$ cat src/rtl/serial_frame_tx.sv
// Purpose : bit-serial frame transmitter: start(0), data LSB-first, optional even parity, stop(1).
// Latency : start bit on the line the cycle after the accepting edge; frame = DATA_W+2+PARITY_EN cycles.
// Backpress: ready only in IDLE; valid while busy is ignored (no queueing), one idle cycle between frames.
//
// Ports:
//   clk      - system clock, rising edge
//   reset    - asynchronous, active-high; abandons any frame in flight
//   valid    - data_in holds a word to send
//   data_in  - payload, sampled only on the accepting edge
//   ready    - block accepts a word this cycle (state == IDLE)
//   tx_out   - serial line, idles high
//   busy     - frame in progress (!ready)
//   done     - one-cycle pulse during the stop-bit cycle
module serial_frame_tx #(
  parameter int DATA_W    = 8,
  parameter bit PARITY_EN = 1'b1
) (
  input  logic              clk,
  input  logic              reset,
  input  logic              valid,
  input  logic [DATA_W-1:0] data_in,
  output logic              ready,
  output logic              tx_out,
  output logic              busy,
  output logic              done
);

  localparam int              CNT_W    = $clog2(DATA_W) + 1;
  localparam logic [CNT_W-1:0] CNT_LAST = CNT_W'(DATA_W - 1);

  typedef enum logic [2:0] {
    S_IDLE   = 3'd0,
    S_START  = 3'd1,
    S_DATA   = 3'd2,
    S_PARITY = 3'd3,
    S_STOP   = 3'd4
  } state_t;

  state_t            r_state;
  logic [DATA_W-1:0] r_shift;
  logic [CNT_W-1:0]  r_cnt;
  logic              r_par;

  // Outputs are computed together with the next state so every port is a flop
  // that already reflects the state being entered.
  always_ff @(posedge clk or posedge reset) begin
    if (reset) begin
      r_state <= S_IDLE;
      r_shift <= '0;
      r_cnt   <= '0;
      r_par   <= 1'b0;
      tx_out  <= 1'b1;
      ready   <= 1'b1;
      busy    <= 1'b0;
      done    <= 1'b0;
    end else begin
      case (r_state)
        S_IDLE: begin
          done <= 1'b0;
          if (valid) begin
            r_shift <= data_in;
            r_par   <= ^data_in;   // even parity: data ones + parity bit is even
            r_cnt   <= '0;
            r_state <= S_START;
            tx_out  <= 1'b0;
            ready   <= 1'b0;
            busy    <= 1'b1;
          end
        end

        S_START: begin
          // Present bit 0 for the first DATA cycle; r_shift then holds the rest.
          r_state <= S_DATA;
          tx_out  <= r_shift[0];
          r_shift <= r_shift >> 1;
          r_cnt   <= '0;
        end

        S_DATA: begin
          if (r_cnt == CNT_LAST) begin
            if (PARITY_EN) begin
              r_state <= S_PARITY;
              tx_out  <= r_par;
            end else begin
              r_state <= S_STOP;
              tx_out  <= 1'b1;
              done    <= 1'b1;
            end
          end else begin
            tx_out  <= r_shift[0];
            r_shift <= r_shift >> 1;
            r_cnt   <= r_cnt + CNT_W'(1);
          end
        end

        S_PARITY: begin
          r_state <= S_STOP;
          tx_out  <= 1'b1;
          done    <= 1'b1;
        end

        S_STOP: begin
          r_state <= S_IDLE;
          tx_out  <= 1'b1;
          done    <= 1'b0;
          ready   <= 1'b1;
          busy    <= 1'b0;
        end

        default: begin
          // Unreachable encodings fall back to a clean idle line.
          r_state <= S_IDLE;
          r_cnt   <= '0;
          tx_out  <= 1'b1;
          done    <= 1'b0;
          ready   <= 1'b1;
          busy    <= 1'b0;
        end
      endcase
    end
  end

endmodule

$ cat config.mk
export PLATFORM = sky130hd
export DESIGN_NAME = serial_frame_tx
export DESIGN_NICKNAME = d
export VERILOG_FILES = /design/src/rtl/serial_frame_tx.sv
export SDC_FILE = /design/constraint.sdc
export NUM_CORES = 1
export LEC_CHECK = 0
export ABC_AREA = 0
export CORE_UTILIZATION = 35
export CTS_BUF_LIST = sky130_fd_sc_hd__clkbuf_4 sky130_fd_sc_hd__clkbuf_8
export DETAILED_ROUTE_END_ITERATION = 8
export HOLD_SLACK_MARGIN = 0.05
export PLACE_DENSITY = 0.61
export SLEW_MARGIN = 15
export SYNTH_ARGS = -nofsm -noshare
export SYNTH_HDL_FRONTEND = slang
export SYNTH_SLANG_ARGS = --single-unit
$ cat constraint.sdc
create_clock -name clk -period 1.5 [get_ports clk]
set_clock_uncertainty 0.05 [all_clocks]
set_input_delay 0.15 -clock clk [delete_from_list [all_inputs] [get_ports clk]]
set_output_delay 0.15 -clock clk [all_outputs]
set_load 0.03 [all_outputs]
# Word-level counts from Yosys, hierarchy flattened

Cells that the tools add are included.

Register bits: 20
Output and inout bits: 4
RAM bits: 0
Bits in read-only memories: 0
Bits in latches: 0
Memories: 0

Reductions and logical operators: 11
Eq/ne operators: 8
Add/sub/neg operators: 1
Multiplexer cells: 16
$mul: 0
Shifts and indexed selects: 0
Div/mod/pow operators: 0
Bitwise operators: 2
Magnitude comparators: 0

Operators with widths:

| kind                  | number |
|---|---|
| $pmux W8 S3           | 1 |
| $mux W8               | 2 |
| $pmux W3 S4           | 1 |
| $pmux W4 S3           | 1 |
| $mux W4               | 2 |
| $reduce_xor A8 Y1     | 1 |
| $eq A3 B2 Y1 const B  | 2 |
| $mux W3               | 2 |
| $ne A2 B2 Y1 const B  | 3 |
| $pmux W1 S2           | 3 |
| $reduce_and A2 Y1     | 3 |
| $reduce_and A3 Y1     | 2 |
| $add A4 B1 Y4 const B | 1 |
| $eq A4 B3 Y1 const B  | 1 |
| $reduce_or A2 Y1      | 2 |
| $eq A3 B1 Y1 const B  | 1 |
| $eq A3 B3 Y1 const B  | 1 |
| $logic_not A3 Y1      | 1 |
| $mux W1               | 3 |
| $pmux W1 S3           | 1 |
| $reduce_bool A3 Y1    | 1 |
| $reduce_or A3 Y1      | 1 |
| $not A1 Y1            | 2 |

# Longest topological paths before layout

Depth in word-level cells: 4
Gate-level depth with buffers: 6
Gate-level depth less buffers: 5

# Worst setup path after synthesis

OpenSTA, ideal clock, no wires.

Kind: register to register
Start: register r_cnt[0]
End: register tx_out
Arrival time: 1.384 ns
Setup time: 0.082 ns
Clock period less this slack: 1.516 ns
Buffers on the path: 0
Stages on the path, launching flop included: 6
Setup slack: -0.016 ns
Path through: dfrtp_1 > ha_1 > and3b_1 > and3_1 > a311o_1 > o31a_1

Longest elaborated chain between the ends: 3

Ends and longest elaborated chain:

| element                | RTL line | source |
|---|---|---|
| start, declared        | 41       | `logic [CNT_W-1:0] r_cnt;` |
| start signal, assigned | 92       | `r_cnt <= r_cnt + CNT_W'(1);` |
| $eq A4 B3 Y1           | 80       | `if (r_cnt == CNT_LAST) begin` |
| $mux W1                | 80       |  |
| $pmux W1 S3            | 57       | `case (r_state)` |
| end signal, assigned   | 74       | `tx_out <= r_shift[0];` |
| end signal, assigned   | 83       | `tx_out <= r_par;` |
| end signal, assigned   | 90       | `tx_out <= r_shift[0];` |
| end, declared          | 23       | `output logic tx_out,` |

Every way passes these cells.
A chain may end at the register's enable or synchronous reset.

# Worst setup path after layout

Start: register r_cnt[1]
End: register tx_out

The elaborated chain is that of the path after synthesis.

==> run_results.csv <==
group,metric,value,unit
place,placed_cell_area,1320,sq um
clock_network,cts-hold-fix-buffers,0,
pwr,p_per_area,1890,nW/um^2
detailed_routing,routed_via_density,5.15,
synthesis,yosysSeqAreaShare,48.0,%
synthesis,syn_area,1050,sq um
critical_path,path_depth,5,
floorplanning,initial_utilization,37.4,%
global_route,grt_pass1_wl,3740,microns
critical_path,path_cells,"ha_2, and3b_2, and3_1, a311o_1, o31a_1",
detailed_routing,route.detailed.drc,2,
timing,timing.fmax,0.652,GHz
critical_path,cp.arrival,1.71,ns
run_status,violations,"DRC, setup timing",
critical_path,reg2reg_depth,5,
worst_hold_path,min_path_type,"input pin to asynchronous set/reset pin",
clock_network,cts.path.max_buffers,2,
final_layout,fin_nets,146,
final_layout,final_cells,164,
pwr,power,2690,uW
floorplanning,fp.coreArea,2810,sq um
clock_network,cts_root_buffer,"clkbuf_4",
detailed_routing,ant_nets,0,
place,port_buffers,14,
clock_network,clk_latency,0.30,ns
place,dp_hpwl,1580,microns
synthesis,synth_edf_count,0,
pwr,ir_drop,0.000626,V
critical_path,path_class,"flip-flop to flip-flop",
final_layout,layout-drive-gt1-share,30.8,%
synthesis,syn_avg_cell_area,10.5,sq um
critical_path,crit_family,"simple AND/OR/NAND/NOR gates",
final_layout,diodes,0,
clock_network,cts_buffers,3,
detailed_routing,totalWireLength,2170,microns
detailed_routing,wl_per_cell,13.2,microns
critical_path,crit_fanout,4,
timing,slew_violations,0,
critical_path,reg2reg_slack,-0.03,ns
final_layout,stdcell_area,1430,sq um
pwr,leakagePower,0.000651,uW
timing,hold_viol,0,
detailed_routing,drtIter0Drc,12,
clock_network,cts.clk_slew.worst_paths,0.12,ns
critical_path,startpoint_type,"flip-flop",
job,maxCapViolCount,0,
run_status,status,"complete, but fails checks",
clock_network,cts.sinks,20,
critical_path,r2r_end,"tx_out",
global_route,grt_pass1_vias,843,
floorplanning,fp-row-count,19,
global_route,track_usage,15.3,%
detailed_routing,num_vias,844,
timing,worst_slew_pin_slew,0.318,ns
critical_path,cp-startpoint,"r_cnt[1]",
timing,worst_slack,-0.0334,ns
synthesis,synthFlopType,"dfrtp_1",
synthesis,ys_ff_latch,20,
timing,rsz0062_at_grt,"true",
detailed_routing,firstDrtPassIters,6,
critical_path,cpMaxStageDelayCell,"dfrtp_1",
final_layout,area_growth,36.0,%
synthesis,syn_nets,112,
critical_path,rr_startpoint,"r_cnt[1]",
critical_path,cp.required,1.68,ns
synthesis,netlist_instances,100,
critical_path,crit_end,"tx_out",
global_route,gr-total-overflow,0,
synthesis,async_reset_ff_share,100,%
timing,setup_viol,3,
timing,maxSlewHeadroom,78.9,%
floorplanning,pin_count,15,
global_route,grt_max_degree,21,
timing,min_period_over_period,102,%
place,place_inst,155,
place,gp_congestion,0.810,
critical_path,critPathMaxStageDelay,0.41,ns
synthesis,yosysWarnings,0,
critical_path,crit_buf_inv,0,
floorplanning,fp.dieH,56.7,microns
floorplanning,die_w,56.7,microns
timing,fin_crit,1.53,ns
critical_path,endpoint_kind,"flip-flop",
floorplanning,fp.dieArea,3220,sq um
synthesis,synth_cell_type_count,33,
clock_network,h-tree-depth,1,
global_route,antenna_found_initial,0,
clock_network,cts_tree,"done",
worst min path at each step:
stage,from,to,slack (ns),cells past startpoint
finish,reset,r_shift[7],0.10,3
global route,reset,r_shift[6],0.16,3
CTS,reset,r_shift[7],0.10,3
detailed placement,r_shift[7],r_shift[7],0.42,2
global placement,r_shift[2],r_shift[2],0.41,2
floorplan,reset,busy,0.06,1
registers in the layout, summed over array words and instances, names as in the netlist:
signal,count
r_state,3
r_cnt,4
done,1
r_par,1
tx_out,1
busy,1
ready,1
r_shift,8
per-layer routing:
layer  vias up  routed length [microns]  track usage, %
met5         -                        0               0
met4         0                       19            6.27
met3         2                       67            2.07
met2        14                     1120            26.7
met1       413                      965            18.9
li1        415                        -               -
where the power goes:
group	internal [uW]	switching, uW	leakage [uW]
clock network	122	161	0.0000184
logic	765	713	0.000389
registers	783	148	0.000244
worst reg2reg max path, stage by stage (launching register included):
cell	delay, ns
dfrtp_1	0.41
ha_2	0.20
and3b_2	0.24
and3_1	0.19
a311o_1	0.28
o31a_1	0.11
placed cells by master, fill, tap and decap left out, types with 2 or more instances in the layout:
master            n
a21o_1            2
a21oi_1           4
and3_1            2
and3b_2           2
buf_4            17
buf_6             2
clkbuf_4          4
clkdlybuf4s50_1  10
dfrtp_1          16
dfrtp_2           2
dfstp_2           2
dlygate4sd2_1     4
inv_1             2
mux2i_1           8
nand2_1          10
nand2_2           2
nand2b_1          4
nor2_1            4
o21ai_0           3
o21ai_1           6
xnor2_1           7
synth_stat cells, drive strengths merged, types with 2 or more instances:
cell / n / share of area (%)
dfstp: 2 / 5.0
inv: 2 / 0.72
nand2: 12 / 4.3
dfrtp: 18 / 43
a21oi: 6 / 3.2
and3b: 2 / 1.7
nand2b: 4 / 2.4
and3: 2 / 1.2
a21o: 2 / 1.4
o21ai: 9 / 4.3
buf: 5 / 3.6
nor2: 5 / 1.8
mux2i: 8 / 7.6
xnor2: 7 / 5.8
metrics by stage:
step	setup slack, ns	hold WS, ns	util, %	TNS [ns]
floorplan	0.00445	0.0623	-	0
global placement	-0.0298	0.411	47.0	-0.144
detailed placement	-0.0716	0.419	47.0	-0.508
CTS	-0.0303	0.103	49.0	-0.192
global route	-0.0850	0.158	50.8	-0.691
finish	-0.0334	0.104	50.8	-0.0417
repair_timing:
item / CTS / global route
buffers inserted: 3 / 2
resized for setup: 10 / 11
pin swaps: 2 / 5
setup endpoints to repair: 13 / 14
final cells by class:
| type | count | area, sq um |
|---|---|---|
| timing repair buffer | 34 | 305 |
| tap | 31 | 38.8 |
| sequential | 20 | 505 |
| inverter | 2 | 7.51 |
| multi-input combinational | 73 | 539 |
| fill | 265 | 1380 |
| clock buffer | 4 | 30.0 |
logic make-up after synthesis:
group,synth area share (%)
xor+xnor,5.85
simple gates,16.2
buf+inv,4.30
fa+ha+maj,1.19
compound gates,15.8
flops,48.0
mux,8.71
No activity file was read; power rests on OpenSTA's default activity.
